===== src/rtl/output_decoder.sv =====
// Sequential argmax decoder: one class compared per cycle, result held on a valid/ready handshake.
// Optional reject of non-positive winners is enabled by defining OUTPUT_DECODER_REJECT_EN.
module output_decoder #(
    parameter int FP_WIDTH    = 8,
    parameter int FP_FRAC     = 5,
    parameter int NUM_CLASSES = 3,
    parameter int MARGIN      = 8,
    parameter int IDX_WIDTH   = $clog2(NUM_CLASSES + 1),
    parameter int DROP_WIDTH  = 8
) (
    input  logic                            CLK,
    input  logic                            RST,
    input  logic [NUM_CLASSES*FP_WIDTH-1:0] VALUES_IN,
    input  logic                            VALID_IN,
    input  logic                            OVERFLOW_IN,
    output logic [IDX_WIDTH-1:0]            CLASS_OUT,
    output logic [FP_WIDTH-1:0]             CONFIDENCE_OUT,
    output logic                            AMBIGUOUS_OUT,
    output logic                            OVERFLOW_OUT,
    output logic                            VALID_OUT,
    input  logic                            READY_IN,
    output logic                            BUSY,
    output logic [DROP_WIDTH-1:0]           DROP_COUNT
);

    localparam int K_WIDTH = $clog2(NUM_CLASSES);
    localparam logic [K_WIDTH-1:0] LAST_K = K_WIDTH'(NUM_CLASSES - 1);
    localparam logic signed [FP_WIDTH-1:0] MOST_NEG = {1'b1, {(FP_WIDTH-1){1'b0}}};
    localparam logic [FP_WIDTH-1:0] CONF_MAX = {1'b0, {(FP_WIDTH-1){1'b1}}};
    localparam logic [FP_WIDTH-1:0] MARGIN_LSB = FP_WIDTH'(MARGIN);
    localparam logic [DROP_WIDTH-1:0] DROP_MAX = '1;

    localparam logic [1:0] S_IDLE = 2'd0;
    localparam logic [1:0] S_SCAN = 2'd1;
    localparam logic [1:0] S_HOLD = 2'd2;

    if (NUM_CLASSES < 2 || FP_FRAC >= FP_WIDTH) begin : g_paramCheck
        $error("output_decoder: needs NUM_CLASSES >= 2 and FP_FRAC < FP_WIDTH");
    end

    logic [1:0]                  r_state;
    logic signed [FP_WIDTH-1:0]  r_vals [NUM_CLASSES];
    logic                        r_ovfCapt;
    logic signed [FP_WIDTH-1:0]  r_best;
    logic signed [FP_WIDTH-1:0]  r_second;
    logic [K_WIDTH-1:0]          r_bestIdx;
    logic [K_WIDTH-1:0]          r_k;
    logic [IDX_WIDTH-1:0]        r_classOut;
    logic [FP_WIDTH-1:0]         r_confOut;
    logic                        r_ambOut;
    logic                        r_ovfOut;
    logic                        r_validOut;
    logic [DROP_WIDTH-1:0]       r_dropCount;

    logic signed [FP_WIDTH-1:0]  w_cur;
    logic signed [FP_WIDTH-1:0]  w_nextBest;
    logic signed [FP_WIDTH-1:0]  w_nextSecond;
    logic [K_WIDTH-1:0]          w_nextIdx;
    logic signed [FP_WIDTH:0]    w_diff;
    logic [FP_WIDTH-1:0]         w_conf;
    logic                        w_reject;
    logic [IDX_WIDTH-1:0]        w_class;
    logic                        w_amb;

    assign w_cur = r_vals[r_k];

    // A tie with the current best is not a win, so the lower index keeps it and the tie becomes runner-up.
    always_comb begin
        w_nextBest   = r_best;
        w_nextSecond = r_second;
        w_nextIdx    = r_bestIdx;
        if (w_cur > r_best) begin
            w_nextSecond = r_best;
            w_nextBest   = w_cur;
            w_nextIdx    = r_k;
        end else if (w_cur > r_second) begin
            w_nextSecond = w_cur;
        end
    end

    assign w_diff = {w_nextBest[FP_WIDTH-1], w_nextBest} - {w_nextSecond[FP_WIDTH-1], w_nextSecond};
    assign w_conf = (w_diff[FP_WIDTH] | w_diff[FP_WIDTH-1]) ? CONF_MAX : w_diff[FP_WIDTH-1:0];

`ifdef OUTPUT_DECODER_REJECT_EN
    assign w_reject = w_nextBest[FP_WIDTH-1] || (w_nextBest == '0);
`else
    assign w_reject = 1'b0;
`endif

    assign w_class = w_reject ? IDX_WIDTH'(NUM_CLASSES) : IDX_WIDTH'(w_nextIdx);
    assign w_amb   = w_reject || (w_conf < MARGIN_LSB);

    always_ff @(posedge CLK) begin
        if (RST) begin
            r_state    <= S_IDLE;
            for (int i = 0; i < NUM_CLASSES; i++) begin
                r_vals[i] <= '0;
            end
            r_ovfCapt  <= 1'b0;
            r_best     <= '0;
            r_second   <= '0;
            r_bestIdx  <= '0;
            r_k        <= '0;
            r_classOut <= '0;
            r_confOut  <= '0;
            r_ambOut   <= 1'b0;
            r_ovfOut   <= 1'b0;
            r_validOut <= 1'b0;
        end else begin
            case (r_state)
                S_IDLE: begin
                    if (VALID_IN) begin
                        for (int i = 0; i < NUM_CLASSES; i++) begin
                            r_vals[i] <= VALUES_IN[i*FP_WIDTH +: FP_WIDTH];
                        end
                        r_ovfCapt <= OVERFLOW_IN;
                        r_best    <= VALUES_IN[FP_WIDTH-1:0];
                        r_second  <= MOST_NEG;
                        r_bestIdx <= '0;
                        r_k       <= K_WIDTH'(1);
                        r_state   <= S_SCAN;
                    end
                end
                S_SCAN: begin
                    r_best    <= w_nextBest;
                    r_second  <= w_nextSecond;
                    r_bestIdx <= w_nextIdx;
                    r_k       <= r_k + K_WIDTH'(1);
                    // The last comparison feeds the outputs directly so no extra cycle is spent.
                    if (r_k == LAST_K) begin
                        r_classOut <= w_class;
                        r_confOut  <= w_conf;
                        r_ambOut   <= w_amb;
                        r_ovfOut   <= r_ovfCapt;
                        r_validOut <= 1'b1;
                        r_state    <= S_HOLD;
                    end
                end
                S_HOLD: begin
                    if (READY_IN) begin
                        r_validOut <= 1'b0;
                        r_state    <= S_IDLE;
                    end
                end
                default: begin
                    r_state <= S_IDLE;
                end
            endcase
        end
    end

    // Any pulse arriving outside IDLE is lost, including the cycle of the HOLD->IDLE handshake.
    always_ff @(posedge CLK) begin
        if (RST) begin
            r_dropCount <= '0;
        end else if (VALID_IN && (r_state != S_IDLE) && (r_dropCount != DROP_MAX)) begin
            r_dropCount <= r_dropCount + DROP_WIDTH'(1);
        end
    end

    assign CLASS_OUT      = r_classOut;
    assign CONFIDENCE_OUT = r_confOut;
    assign AMBIGUOUS_OUT  = r_ambOut;
    assign OVERFLOW_OUT   = r_ovfOut;
    assign VALID_OUT      = r_validOut;
    assign BUSY           = (r_state != S_IDLE);
    assign DROP_COUNT     = r_dropCount;

endmodule


===== config.mk =====
export PLATFORM = sky130hd
export DESIGN_NAME = output_decoder
export DESIGN_NICKNAME = d
export VERILOG_FILES = /design/src/rtl/output_decoder.sv
export SDC_FILE = /design/constraint.sdc
export NUM_CORES = 1
export LEC_CHECK = 0
export CAP_MARGIN = 10
export CELL_PAD_IN_SITES_DETAIL_PLACEMENT = 1
export CELL_PAD_IN_SITES_GLOBAL_PLACEMENT = 1
export CORE_MARGIN = 4
export CORE_UTILIZATION = 45
export DETAILED_ROUTE_END_ITERATION = 7
export PLACE_DENSITY_LB_ADDON = 0.1
export SLEW_MARGIN = 10
export SYNTH_ARGS = -nofsm -noshare
export SYNTH_HDL_FRONTEND = slang
export SYNTH_SLANG_ARGS = --single-unit

===== constraint.sdc =====
create_clock -name CLK -period 11.3 [get_ports CLK]
set_input_delay 2.26 -clock CLK [delete_from_list [all_inputs] [get_ports CLK]]
set_output_delay 2.26 -clock CLK [all_outputs]
set_load 0.02 [all_outputs]

==> results of run 1 <==
==> per-stage QoR <==
stage	setup slack, ps	area [sq um]	hold WS (ps)	utilization
after global routing	5280	4653	503.9	0.5579
after global placement	5945	4456	447.8	0.5342
after detailed placement	5818	4456	457.6	0.5342
after floorplan	6871	3902	432.1	-
final	5741	4653	470.7	0.5579
after CTS	5774	4653	476.8	0.5579
==> where the power goes <==
part	switching, mW	total [mW]	internal [mW]
logic	0.215	0.372	0.158
registers	0.0151	0.293	0.278
clock network	0.105	0.208	0.104
total	0.335	0.874	0.539
==> metal layers <==
layer	vias to the layer above	global-route usage	wire, um
met5	-	0	0
met4	0	0.06135	189
met3	15	0.03460	242
met2	54	0.3747	5266
met1	1576	0.2929	5067
li1	1604	-	-
==> sequential cells by signal, indices dropped and copies added (netlist names), named ones only <==
register / cells
DROP_COUNT: 8
r_vals: 24
r_second: 8
CLASS_OUT: 2
AMBIGUOUS_OUT: 1
VALID_OUT: 1
OVERFLOW_OUT: 1
r_bestIdx: 2
r_ovfCapt: 1
r_state: 2
r_best: 8
r_k: 2
CONFIDENCE_OUT: 8
==> worst max path at each step <==
stage,start,endpoint,slack [ps],cells past startpoint
final,flip-flop,AMBIGUOUS_OUT,5740,17
after global routing,flip-flop,AMBIGUOUS_OUT,5280,17
after global placement,flip-flop,CONFIDENCE_OUT[1],5950,19
after CTS,flip-flop,AMBIGUOUS_OUT,5770,19
after detailed placement,flip-flop,AMBIGUOUS_OUT,5820,19
after floorplan,flip-flop,CONFIDENCE_OUT[1],6870,21
==> critical path: stages (launching register included) <==
cell and delay [ps]:
dfxtp_1 630, mux2i_1 130, o21ai_0 490, ha_1 370
and4_4 160, a41o_1 270, a32oi_4 840, o21ai_0 390
ha_1 380, nor2b_1 120, o21ai_0 200, and2_1 190
a21boi_0 250, nor2_2 80, a221oi_2 310, xnor2_1 140
nor4bb_1 350, a32o_1 170
==> area by class of cell <==
class	instances	area, sq um	share of cell area
Multi-Input combinational cell	308	2081	0.4472
Sequential cell	70	1642	0.3528
Timing Repair Buffer	52	515.5	0.1108
Tap cell	105	131.4	0.02823
Clock buffer	10	127.6	0.02743
Inverter	23	86.33	0.01855
Clock inverter	6	70.07	0.01506
==> cell families after synthesis <==
| group | count (synthesis) |
|---|---|
| mux | 21 |
| simple gates | 143 |
| flops | 70 |
| compound gates | 106 |
| buf+inv | 45 |
| xor+xnor | 12 |
| fa+ha+maj | 26 |
==> cell usage in the layout, fill, tap and decap left out, types with 2 or more instances in the layout <==
cell type        count
xnor2_1              7
buf_4                2
and2_1              10
nand3_1              8
clkbuf_8             9
a22oi_1              5
dfxtp_1             46
a211oi_1             6
o21ai_1              2
nor2_1              31
o221a_1              2
or3_1                2
nand4_1              5
a21o_1               7
ha_1                25
o21ai_0             30
xor2_1               5
nand2_1             44
nor2b_1              4
edfxtp_1            24
o31ai_1              2
a31oi_1              2
and3_1              29
a311oi_1             3
o211ai_1             2
clkdlybuf4s50_1     50
a21oi_1             28
mux2i_1             21
clkinvlp_4           3
nand2b_1             4
inv_6                2
a21bo_2              2
inv_1               23
==> summary.md, run 1 <==
| Metric | Value |
|---|---|
| Crit path max fanout | 37 |
| Max Cap Violations | 0 |
| Clk Latency, worst-skew pair | 350 ps |
| Max transition margin | 0.2923 |
| Pwr/cell area | 187.8 mW/mm^2 |
| #FFs+latches synth | 70 |
| Final ANT Viol Nets | 0 |
| Clk buf depth | 2 |
| Setup-failing EPs final | 0 |
| Syn_nets | 478 |
| Largest net degree at the start of global routing | 43 |
| # port buffers | 50 |
| Area of the die | 0.01023 sq mm |
| Fill cells | 962 |
| Final max-slew violation count | 0 |
| CTS Hold Buffers Added | 0 |
| Die Span Y | 101.1 um |
| Worst-path clk slew | 80 ps |
| Final TNS setup | 0 ps |
| Grt total ovfl | 0 |
| Total power | 0.8739 mW |
| Finished Layout Cells | 574 |
| Synth Area in Compound Gates | 0.1844 |
| Tmin final | 5559 ps |
| Status | finished clean |
| Post-synth top area share | 0.2360 |
| Distinct cells, synth | 54 |
| Synthesized cell area | 0.003902 sq mm |
| Largest family of logic cells by synthesized area | compound AO/OA/AOI/OAI gates |
| Critical path type | reg2reg |
| Number of global-route vias before repair | 3545 |
| Hold path depth | 2 |
| Max Clock Skew | 8.313 ps |
| Achievable Freq | 0.1799 GHz |
| Hold_sp | OVERFLOW_OUT |
| TritonCTS clock tree | built |
| Dpl hpwl | 7.786 mm |
| R2R depth | 17 |
| Number of synthesized flops with an enable pin | 24 |
| Share of layout cells above drive strength 1 | 0.05970 |
| Num CTS Buffers | 9 |
| Hold Crit Endpoint | OVERFLOW_OUT |
| CTS root buf | clkbuf_8 |
| WL/cell | 18.76 um |
| Synth top cells by count | dfxtp_1, nand2_1, nor2_1, o21ai_0, and3_1 |
| CP endpoint kind | flip-flop |
| Yosys warning count | 0 |
| Synth-to-layout area growth | 19.24% |
| Worst-margin pin slew | 1062 ps |
| Post-synthesis sequential area ratio | 0.4206 |
| First-pass GRT wire length | 17.83 mm |
| Post-CTS Resized | 0 |
| Clock sinks | 70 |
| Total global routing track utilization | 0.2211 |
| Drt drc | 0 |
| Worst EP arrival | 5850 ps |
| Row count | 33 |
| Die W | 101.1 um |
| R2r endpoint | AMBIGUOUS_OUT |
| WP data required | 11600 ps |
| Layout Nets | 519 |
| Post-Synth XOR/XNOR Area | 0.02693 |
| Vias per inst | 5.660 |
| Core area | 0.008341 sq mm |
| Yosys top cell by area | dfxtp_1 |
| VDD IR max | 0.07821 mV |
| Placed cells | 558 |
| Startpoint types | flip-flop |
| Mux cell area share after synthesis | 0.05386 |
| DR iter-0 viols | 132 |
| Htree depth | 3 |
| Gate Count Post-Synth | 423 |
| Static leakage power | 1.857 nW |
| Worst R2R Setup Slack | 5740 ps |
| Initial core utilization | 0.4679 |
| Routability cong. | 0.8453 |
| Number of buffers added for setup after CTS | 0 |
| Routed WL | 10.77 mm |
| Fin. Hold Viols | 0 |
| Most common cell in the synthesized netlist | dfxtp_1 |
| Hold Path Class | reg2reg |
| First-pass DRT Iterations | 4 |
| Fin crit share | 0.4919 |
| Vias post-DR | 3249 |
| Adder-Cell Fraction of Synth Area | 0.08528 |
| Ys flop type | dfxtp_1 |
| RSZ-0062 raised after global routing | false |
| Post-synthesis simple-gate area fraction | 0.1828 |
| Diode count | 0 |
| Synth top area cells | dfxtp_1, edfxtp_1, ha_1, mux2i_1, and3_1 |
| Avg Cell Area, Syn | 9.226 sq um |
| Antenna violations before repair | 0 |
| Top-Level Pins | 51 |
| Post-synth ARST share | 0 |
No activity file was read; power rests on OpenSTA's default activity.
==> inputs of run 2 (changes only) <==
--- a/config.mk
+++ b/config.mk
@@ -9,7 +9,7 @@
 export CELL_PAD_IN_SITES_DETAIL_PLACEMENT = 1
 export CELL_PAD_IN_SITES_GLOBAL_PLACEMENT = 1
 export CORE_MARGIN = 4
-export CORE_UTILIZATION = 45
+export CORE_UTILIZATION = 42
 export DETAILED_ROUTE_END_ITERATION = 7
 export PLACE_DENSITY_LB_ADDON = 0.1
 export SLEW_MARGIN = 10
==> constraint.sdc (replaced) <==
create_clock -name CLK -period 5.55 [get_ports CLK]
set_input_delay 1.11 -clock CLK [delete_from_list [all_inputs] [get_ports CLK]]
set_output_delay 1.11 -clock CLK [all_outputs]
set_load 0.02 [all_outputs]
==> summary.md, run 2 (synthesis results as in run 1) <==
| Metric | Value |
|---|---|
| Total power | 1.842 mW |
| Num CTS Buffers | 9 |
| Clock sinks | 70 |
| First-pass GRT wire length | 17.99 mm |
| Diode count | 0 |
| Final ANT Viol Nets | 0 |
| Htree depth | 3 |
| WP depth | 18 |
| CP endpoint kind | flip-flop |
| Worst EP arrival | 5320 ps |
| Die W | 104.4 um |
| Vias per inst | 5.649 |
| Crit path cell chain | mux2i_1 -> o21ai_0 -> inv_1 -> ha_1 -> a41o_1 -> a32oi_4 -> nor2_1 -> a21oi_1 -> ha_1 -> nor2b_1 -> o21ai_0 -> and2_1 -> a21boi_0 -> nor2_2 -> o2111a_1 -> o22a_1 -> a21o_1 -> o221a_1 |
| Tmin final | 5089 ps |
| Setup-failing EPs final | 0 |
| Final max-slew violation count | 0 |
| Area of the die | 0.01090 sq mm |
| Share of layout cells above drive strength 1 | 0.07353 |
| Dpl hpwl | 8.007 mm |
| Max stage delay on crit path | 630 ps |
| Largest net degree at the start of global routing | 42 |
| CP max stage cell | dfxtp_1 |
| Commonest non-fill, non-tap cell in the layout | clkdlybuf4s50_1 |
| RSZ-0062 raised after global routing | false |
| CTS Hold Buffers Added | 0 |
| Worst path top cell family by delay | compound AO/OA/AOI/OAI gates |
| VDD IR max | 0.1465 mV |
| Metal-1 WL | 5.119 mm |
| First-pass DRT Iterations | 4 |
| Startpoint types | flip-flop |
| Critical path type | reg2reg |
| Total global routing track utilization | 0.2050 |
| Max transition margin | 0.3381 |
| Pwr/cell area | 389.1 mW/mm^2 |
| Routability cong. | 0.8542 |
| WP data required | 5780 ps |
| Die Span Y | 104.4 um |
| CP Buf/Inv Count | 1 |
| R2R depth | 18 |
| Fin. Hold Viols | 0 |
| Status | finished clean |
| Register with the most flip-flops | r_vals |
| Worst R2R Setup Slack | 460 ps |
| Routed WL | 10.82 mm |
| Top-Level Pins | 51 |
| Crit path max fanout | 15 |
| Number of global-route vias before repair | 3454 |
| # port buffers | 50 |
| CTS root buf | clkbuf_8 |
| Fin crit share | 0.9169 |
| TritonCTS clock tree | built |
| Clk Latency, worst-skew pair | 350 ps |
| R2r endpoint | CONFIDENCE_OUT[1] |
| Hold path depth | 2 |
| Clk buf depth | 2 |
| DR iter-0 viols | 134 |
| Max FFs per register | 24 |
| Static leakage power | 1.911 nW |
| Vias post-DR | 3299 |
| Drt drc | 0 |
| DR top layer | met4 |
| WL/cell | 18.52 um |
| Met2 wire len | 5.225 mm |
| Row count | 34 |
| Hold Path Class | reg2reg |
| DR WL met3 | 402 um |
| Final TNS setup | 0 ps |
| Most frequent cells in the layout | clkdlybuf4s50_1, dfxtp_1, nand2_1, nor2_1, and3_1 |
| Max Cap Violations | 0 |
| Worst-path clk slew | 80 ps |
| Layout Nets | 526 |
| Initial core utilization | 0.4389 |
| Max Clock Skew | 15.99 ps |
| Achievable Freq | 0.1965 GHz |
| Synth-to-layout area growth | 21.29% |
| Core area | 0.008891 sq mm |
| Hold_sp | r_ovfCapt |
| Worst-margin pin slew | 990.4 ps |
| Antenna violations before repair | 0 |
| Grt total ovfl | 0 |
| Hold Crit Endpoint | OVERFLOW_OUT |
-- run 2: what timing repair did --
item                                    in CTS  in global routing
buffers inserted                             0                  0
hold endpoints to repair                     0                  0
resized for setup                            0                  2
endpoints found under the setup margin       0                  8
-- run 2: tightest hold or removal path: cells and delay by family (launching register included) --
family / cells / cell delay, ps
AOI/OAI and AO/OA: 1 / 50
DFF: 1 / 320
and+or+nand+nor: 1 / 50
-- run 2: report_power, final --
group	switching [mW]	leakage [nW]	total [mW]	internal, mW
Sequential	0.0318	0.633	0.598	0.566
Combinational	0.439	1.17	0.773	0.335
Clock	0.213	0.107	0.470	0.258
-- run 2: worst max path at each step --
stage / start / end / slack [ps]
floorplan: flip-flop / CONFIDENCE_OUT[1] / 1120
global placement: flip-flop / CONFIDENCE_OUT[5] / 560
detailed placement: flip-flop / CONFIDENCE_OUT[1] / 320
CTS: flip-flop / CONFIDENCE_OUT[1] / 260
global route: flip-flop / CONFIDENCE_OUT[2] / 30
finish: flip-flop / CONFIDENCE_OUT[1] / 460
-- run 2: final cells by class --
type                       instances  area, sq um
inverter                          23        86.33
clock buffer                      10        127.6
timing repair buffer              59        568.0
multi-input combinational        308         2081
clock inverter                     6        93.84
fill                            1023         4158
tap                              108        135.1
sequential                        70         1642
-- run 2: through the flow --
step	setup WS (ps)	util	hold slack, ps	area [sq um]	std cells
after floorplan	1121	-	432.1	3902	423
after global placement	564.6	0.5075	447.6	4512	568
after detailed placement	315.4	0.5075	455.8	4512	568
after CTS	264.8	0.5324	472.9	4733	584
after global routing	32.51	0.5324	505.2	4733	584
final	461.0	0.5324	463.9	4733	584
-- run 2: metal layers --
metal  GRT usage  up-vias
li1            -     1611
met1      0.2823     1615
met2      0.3344       63
met3     0.03352       10
met4     0.05223        0
met5           0        -
